### config.mk
export PLATFORM = sky130hd
export DESIGN_NAME = pc_sequencer
export DESIGN_NICKNAME = d
export VERILOG_FILES = /design/src/rtl/pc_sequencer.sv
export SDC_FILE = /design/constraint.sdc
export NUM_CORES = 1
export LEC_CHECK = 0
export ABC_AREA = 1
export CORE_ASPECT_RATIO = 1.2
export CORE_MARGIN = 2
export CORE_UTILIZATION = 44
export CTS_BUF_LIST = sky130_fd_sc_hd__clkbuf_16
export CTS_CLUSTER_SIZE = 8
export DETAILED_ROUTE_END_ITERATION = 6
export PLACE_DENSITY = 0.85
export SLEW_MARGIN = 5
export SYNTH_ARGS = -nofsm -noshare
export SYNTH_HDL_FRONTEND = slang
export SYNTH_SLANG_ARGS = --single-unit
### constraint.sdc
create_clock -name clk -period 2.7 [get_ports clk]
set_clock_uncertainty 0.05 [all_clocks]
set_input_delay 0.405 -clock clk [delete_from_list [all_inputs] [get_ports clk]]
set_output_delay 0.405 -clock clk [all_outputs]
set_load 0.05 [all_outputs]
### src/rtl/pc_sequencer.sv
// pc_sequencer: fetch/execute controller that owns the CPU program counter.
// It requests an instruction, waits for the fetch acknowledge, starts
// execution and waits for completion. It then loads the next PC, which is
// the sequential step, a branch target or a jump target. The machine parks
// in HALT once the selected next PC equals the halt address.
module pc_sequencer #(
  parameter int               WIDTH      = 32,
  parameter logic [WIDTH-1:0] RESET_ADDR = 32'h0,
  parameter logic [WIDTH-1:0] HALT_ADDR  = 32'h5c,
  parameter int               INCR       = 4
) (
  input  logic             clk,
  input  logic             reset,
  input  logic             start,
  input  logic             imem_ack,
  input  logic             exec_done,
  input  logic             jump,
  input  logic [WIDTH-1:0] jump_target,
  input  logic             branch_taken,
  input  logic [WIDTH-1:0] branch_target,
  output logic [WIDTH-1:0] pc,
  output logic [WIDTH-1:0] pc_next,
  output logic             imem_req,
  output logic             ir_load,
  output logic             exec_start,
  output logic             halted,
  output logic [15:0]      retired,
  output logic [1:0]       state
);

  localparam logic [1:0] IDLE  = 2'd0;
  localparam logic [1:0] FETCH = 2'd1;
  localparam logic [1:0] EXEC  = 2'd2;
  localparam logic [1:0] HALT  = 2'd3;

  // Redirect targets are word aligned; the two low bits are always cleared.
  localparam logic [WIDTH-1:0] ALIGN_MASK = {{(WIDTH-2){1'b1}}, 2'b00};

  // Retired-instruction counter sticks at all-ones instead of wrapping.
  function automatic logic [15:0] sat_inc16(input logic [15:0] v);
    if (v == 16'hFFFF) sat_inc16 = v;
    else               sat_inc16 = v + 16'd1;
  endfunction

  logic [1:0]       cur_state;
  logic [1:0]       nxt_state;
  logic [WIDTH-1:0] pc_q;
  logic [WIDTH-1:0] sel_pc;
  logic [15:0]      retired_q;
  logic             exec_start_q;
  logic             done_fire;

  // Sequential step; carry out of the top bit is dropped.
  assign pc_next   = pc_q + WIDTH'(INCR);
  assign done_fire = (cur_state == EXEC) && exec_done;

  // Next-PC selection: jump beats branch, branch beats sequential.
  always_comb begin
    sel_pc = pc_next;
    if (jump)              sel_pc = jump_target;
    else if (branch_taken) sel_pc = branch_target;
    sel_pc = sel_pc & ALIGN_MASK;
  end

  // Next-state decode; each state only listens to its own handshake input.
  always_comb begin
    nxt_state = cur_state;
    case (cur_state)
      IDLE:    if (start)     nxt_state = (RESET_ADDR == HALT_ADDR) ? HALT : FETCH;
      FETCH:   if (imem_ack)  nxt_state = EXEC;
      EXEC:    if (exec_done) nxt_state = (sel_pc == HALT_ADDR) ? HALT : FETCH;
      default:                nxt_state = HALT;
    endcase
  end

  // State register; reset aborts any fetch or execution in flight.
  always_ff @(posedge clk or posedge reset) begin
    if (reset) cur_state <= IDLE;
    else       cur_state <= nxt_state;
  end

  // PC loads the selected target on the completing edge of an instruction.
  always_ff @(posedge clk or posedge reset) begin
    if (reset)          pc_q <= RESET_ADDR;
    else if (done_fire) pc_q <= sel_pc;
  end

  // Count completed instructions.
  always_ff @(posedge clk or posedge reset) begin
    if (reset)          retired_q <= 16'd0;
    else if (done_fire) retired_q <= sat_inc16(retired_q);
  end

  // Registered one-cycle pulse in the first EXEC cycle, set by the fetch ack.
  always_ff @(posedge clk or posedge reset) begin
    if (reset) exec_start_q <= 1'b0;
    else       exec_start_q <= (cur_state == FETCH) && imem_ack;
  end

  assign pc         = pc_q;
  assign retired    = retired_q;
  assign exec_start = exec_start_q;
  assign state      = cur_state;
  assign imem_req   = (cur_state == FETCH);
  assign ir_load    = imem_req && imem_ack;
  assign halted     = (cur_state == HALT);

endmodule

After elaboration in Yosys (flattened, before gate mapping)
Index checks and enable logic that the tools add are counted.
Widths: inputs -> output; s select.
Word-level totals
  output and inout port bits: 86
  word-level logic and storage cells: 27
  bits in registers: 49
  input port bits: 71
Operators by class
  add/sub/neg operators: 2
  bitwise logic cells: 1
  reductions and logical operators: 5
  equality and inequality tests: 8
  muxes and demuxes: 7
Operators by type and width (count)
  $mux 32: 2
  $add 32x3->32 const B: 1
  $eq 30x5->1 const B: 1
  $add 16x1->16 const B: 1
  $eq 16x16->1 const B: 1
  $mux 2: 4
  $ne 2x2->1 const B: 3
  $pmux 2 s3: 1
  $eq 2x2->1 const B: 2
  $reduce_and 3->1: 1
  $eq 2x1->1 const B: 1
  $logic_and 1x1->1: 2
  $logic_not 2->1: 1
  $reduce_and 2->1: 1
  $not 1->1: 1

Logic depth before layout (Yosys ltp)
  word-level depth: 7
  depth in mapped cells: 17
  gate-level depth less buffers: 17

Least setup slack after synthesis
Ideal clock, no wire load.
  kind: reg2reg
  start point: reg pc_q[3] (netlist: pc[3])
  end point: reg cur_state[1] (netlist: state[1])
  setup time: 0.067 ns
  arrival: 2.829 ns
  stages on the path, launching flop included: 16
  period minus slack after synthesis: 2.945 ns
  setup slack: -0.245 ns
  data required time: 2.583 ns
  path through: dfrtp_1 -> ha_1 -> nand3_1 -> xnor2_1 -> nand2_1 -> nand2_1 -> nand2_1 -> nor2_1 -> nand2_1 -> nor2_1 -> nand2_1 -> nor2_1 -> nand3_1 -> nand2_1 -> nand2_1 -> nand2_1
Between the ends
  longest elaborated chain between the ends: 7
Ends and longest elaborated chain
  start: declaration: line 47  | logic [WIDTH-1:0] pc_q;
  start signal: assignment: line 85  | else if (done_fire) pc_q <= sel_pc;
  $add 32x3->32: line 54  | assign pc_next = pc_q + WIDTH'(INCR);
  named net pc_next[6]: line 22  | output logic [WIDTH-1:0] pc_next,
  $mux 32: line 61  | else if (branch_taken) sel_pc = branch_target;
  $mux 32: line 60  | if (jump) sel_pc = jump_target;
  $eq 30x5->1: line 71  | EXEC: if (exec_done) nxt_state = (sel_pc == HALT_ADDR) ? HALT : FETCH;
  $mux 2 (2 in series): line 71
  $pmux 2 s3: line 68  | case (cur_state)
  end signal: assignment: line 79  | else cur_state <= nxt_state;
  end: declaration: line 45  | logic [1:0] cur_state;
The timed path passes the listed nets, and every way through them passes these cells. The select of a mux whose other input is x is not followed.
A chain may end at the register's enable or synchronous reset.

Worst setup path in the final report
  start point: reg pc_q[4] (netlist: pc[4])
  end point: out pc_next[7]
Between the ends
  longest elaborated chain between the ends: 1
Ends and longest elaborated chain (line)
  $add 32x3->32: 54
  end: declaration: 22
Every way passes these cells.

==> results.toml <==
[outcome]
status = "complete, no violations"

[clock_network]
clkTransAtPathRegs_ps = 60
cts_root_buffer = "clkbuf_16"
clock_latency_ps = 290
clk_path_buf_depth = 2
cts_buffers = 5
postCtsSetupBuffers = 0
cts_tree = "built"
cts.sinks = 49
htree_num_levels = 2

[floorplan]
rows = 37
die_w_um = 90
dieArea_um2 = 9648
chipHeight_um = 107.2
io_pins = 157
coreArea_um2 = 8611
start_util = 0.4535

[route]
remaining_drc_errors = 0
wl_per_cell_um = 14.23
ant_nets = 0
viasPerCell = 5.056
drtPass1Iterations = 5
drt-initial-drc-count = 248
finalWirelength_mm = 12.92
vias = 4591

[placement]
numPortBuffers = 148
gp_congestion = 0.8988
dpl.hpwl_mm = 10.21

[yosys]
synthTopCellsByArea = "dfrtp_1, nand2_1, nor2_1, inv_1, nand3_1"
synth.avg_cell_area_um2 = 6.054
synth_top_area_frac = 0.3140
muxShareOfSynthArea = 0
yosysMostFrequentCell = "nand2_1"
synth_seq_area_share = 0.3140
synth_edf_count = 0
synth_top_family_by_area = "simple AND/OR/NAND/NOR gates"
syn_area_um2 = 3905
synthSimpleGateAreaFrac = 0.4700
synth_flop_cell = "dfrtp_1"
synthArstFlopShare = 1.000
ys_ff_latch = 49
synthTopCellsByCount = "nand2_1, nor2_1, inv_1"
synth_xor_area_frac = 0.03364
synthCells = 645
ys_types = 35
ys_warn_count = 0
synthAdderAreaFrac = 0.006408
yosysTopAreaCell = "dfrtp_1"
synth_compound_gate_area_share = 0.08042

[critical_path]
r2r_start = "pc[3]"
end_kind = "primary output"
path_delay_family = "buffers and inverters"
cp.required_ps = 2250
crit_arrival_ps = 2120
start_kind = "flip-flop"
crit_path_frequent_cell = "nand2_1"
r2r_slack_ps = 200
critPathLaunch = "pc[4]"
crit_path_max_fanout = 8
path_class = "reg -> out"
cp_slowest_cell = "clkdlybuf4s50_1"
slowest_delay_ps = 800
crit_chain = "nand3_1, nor2_1, nand2_1, nand2_1, clkdlybuf4s50_1"
cp_num_buf_inv = 1

[sta]
fin_crit_sh = 0.9532
fmax_mhz = 388.5
relSlewSlack = 0.5531
drv_slew = 0
min_period_ps = 2574
worst_pin_slew_ps = 669.7
rsz0062_at_grt = "no"
final_hold_viol_count = 0
hold-worst-slack_ps = 427.0
setup_viol = 0

[worst_hold_path]
holdCritPathClass = "in -> async"

[global_routing]
grt_antenna_before_repair = 0
grt_max_degree = 40
grt_overflow = 0
track_usage = 0.2721
grt_pass1_vias = 4550
grt_pass1_wl_mm = 21.49

[cells_and_area]
areaGrowthSynthToFinish_pct = 46.49
drive_gt1_frac = 0.08344
fin_nets = 863
antenna_cells = 0
final.fill_count = 785

[power_and_ir_drop]
leakage_nw = 2.798
power.total_mw = 6.261
power.density_nw_per_um2 = 1094
ir_drop_mv = 0.6845

[run]
drv_cap = 0
==> final cells by class <==
type | instances | area, um^2 | area share
multi-input cells | 506 | 2331 | 0.4075
repair buffers | 156 | 1602 | 0.2800
flip-flops and latches | 49 | 1227 | 0.2146
inverters | 72 | 270.3 | 0.04724
well taps | 117 | 146.4 | 0.02559
clock buffers | 5 | 125.1 | 0.02187
clock inverters | 3 | 18.77 | 0.003281
==> worst register-to-register path, delay by kind of cell (launching register included) <==
kind	cells	cell delay [ps]
fa+ha+maj	1	240
flops	1	420
simple gates	16	1730
==> final timing paths <==
path	end	cells after the start
min in group clk	retired[4]	1
worst max register to register	state[1]	17
max in group asynchronous	pc[15]	3
worst min-delay path	retired[0]	2
worst max-delay path	pc_next[7]	5
worst min register to register	retired[4]	1
==> flip-flops by register name, indices dropped and copies added, names as in the netlist <==
| register | count |
|---|---|
| pc | 30 |
| exec_start | 1 |
| retired | 16 |
| state | 2 |
==> cell usage in the layout (no fill, tap or decap), drive strengths merged <==
cell type,instances
a211oi,1
nand4,14
ha,2
inv,73
nand3,51
conb,4
o21ai,41
nor4,1
clkinvlp,2
nand2,242
and2,2
dfrtp,49
nor2,106
clkdlybuf4s50,122
xnor2,6
a21oi,7
buf,31
or2,2
clkbuf,5
nor3,8
and3,2
xor2,9
a21boi,7
a31oi,1
dlymetal6s2s,3
==> through the flow <==
step / setup slack, ps / setup TNS (ps) / std cells / cell area [um^2] / utilization
2_1_floorplan: -16.07 / -16.07 / 648 / 3926 / -
3_3_place_gp: 95.54 / 0 / 900 / 5568 / 0.6466
3_5_place_dp: 71.14 / 0 / 900 / 5568 / 0.6466
4_1_cts: 18.61 / 0 / 908 / 5712 / 0.6633
5_1_grt: 0.9968 / 0 / 908 / 5720 / 0.6643
6_report: 126.3 / 0 / 908 / 5720 / 0.6643
==> what timing repair did <==
action	CTS	global route
gates resized for setup	0	4
hold buffers	0	0
endpoints found under the setup margin	0	7
==> kinds of logic (layout without fill, tap and decap cells) <==
| family | after synthesis | count (layout) |
|---|---|---|
| flip-flops | 49 | 49 |
| AND/OR/NAND/NOR | 428 | 428 |
| XOR/XNOR | 15 | 15 |
| other | 1 | 4 |
| adder cells (fa/ha/maj) | 2 | 2 |
| AO/OA/AOI/OAI | 57 | 57 |
| buffers and inverters | 93 | 236 |
==> per-layer routing <==
| layer | part of all wire | GRT usage | vias to the layer above |
|---|---|---|---|
| li1 | - | - | 2307 |
| met1 | 0.39 | 0.3131 | 2091 |
| met2 | 0.50 | 0.4919 | 161 |
| met3 | 0.064 | 0.05411 | 32 |
| met4 | 0.039 | 0.1165 | 0 |
| met5 | 0 | 0 | - |
==> where the power goes <==
group / switching (mW) / internal, mW / leakage (nW)
clock: 0.281 / 0.340 / 0.0672
sequential: 0.390 / 0.997 / 0.617
combinational: 2.87 / 1.38 / 2.11
total: 3.54 / 2.72 / 2.80
(Power assumes the default switching activity.)
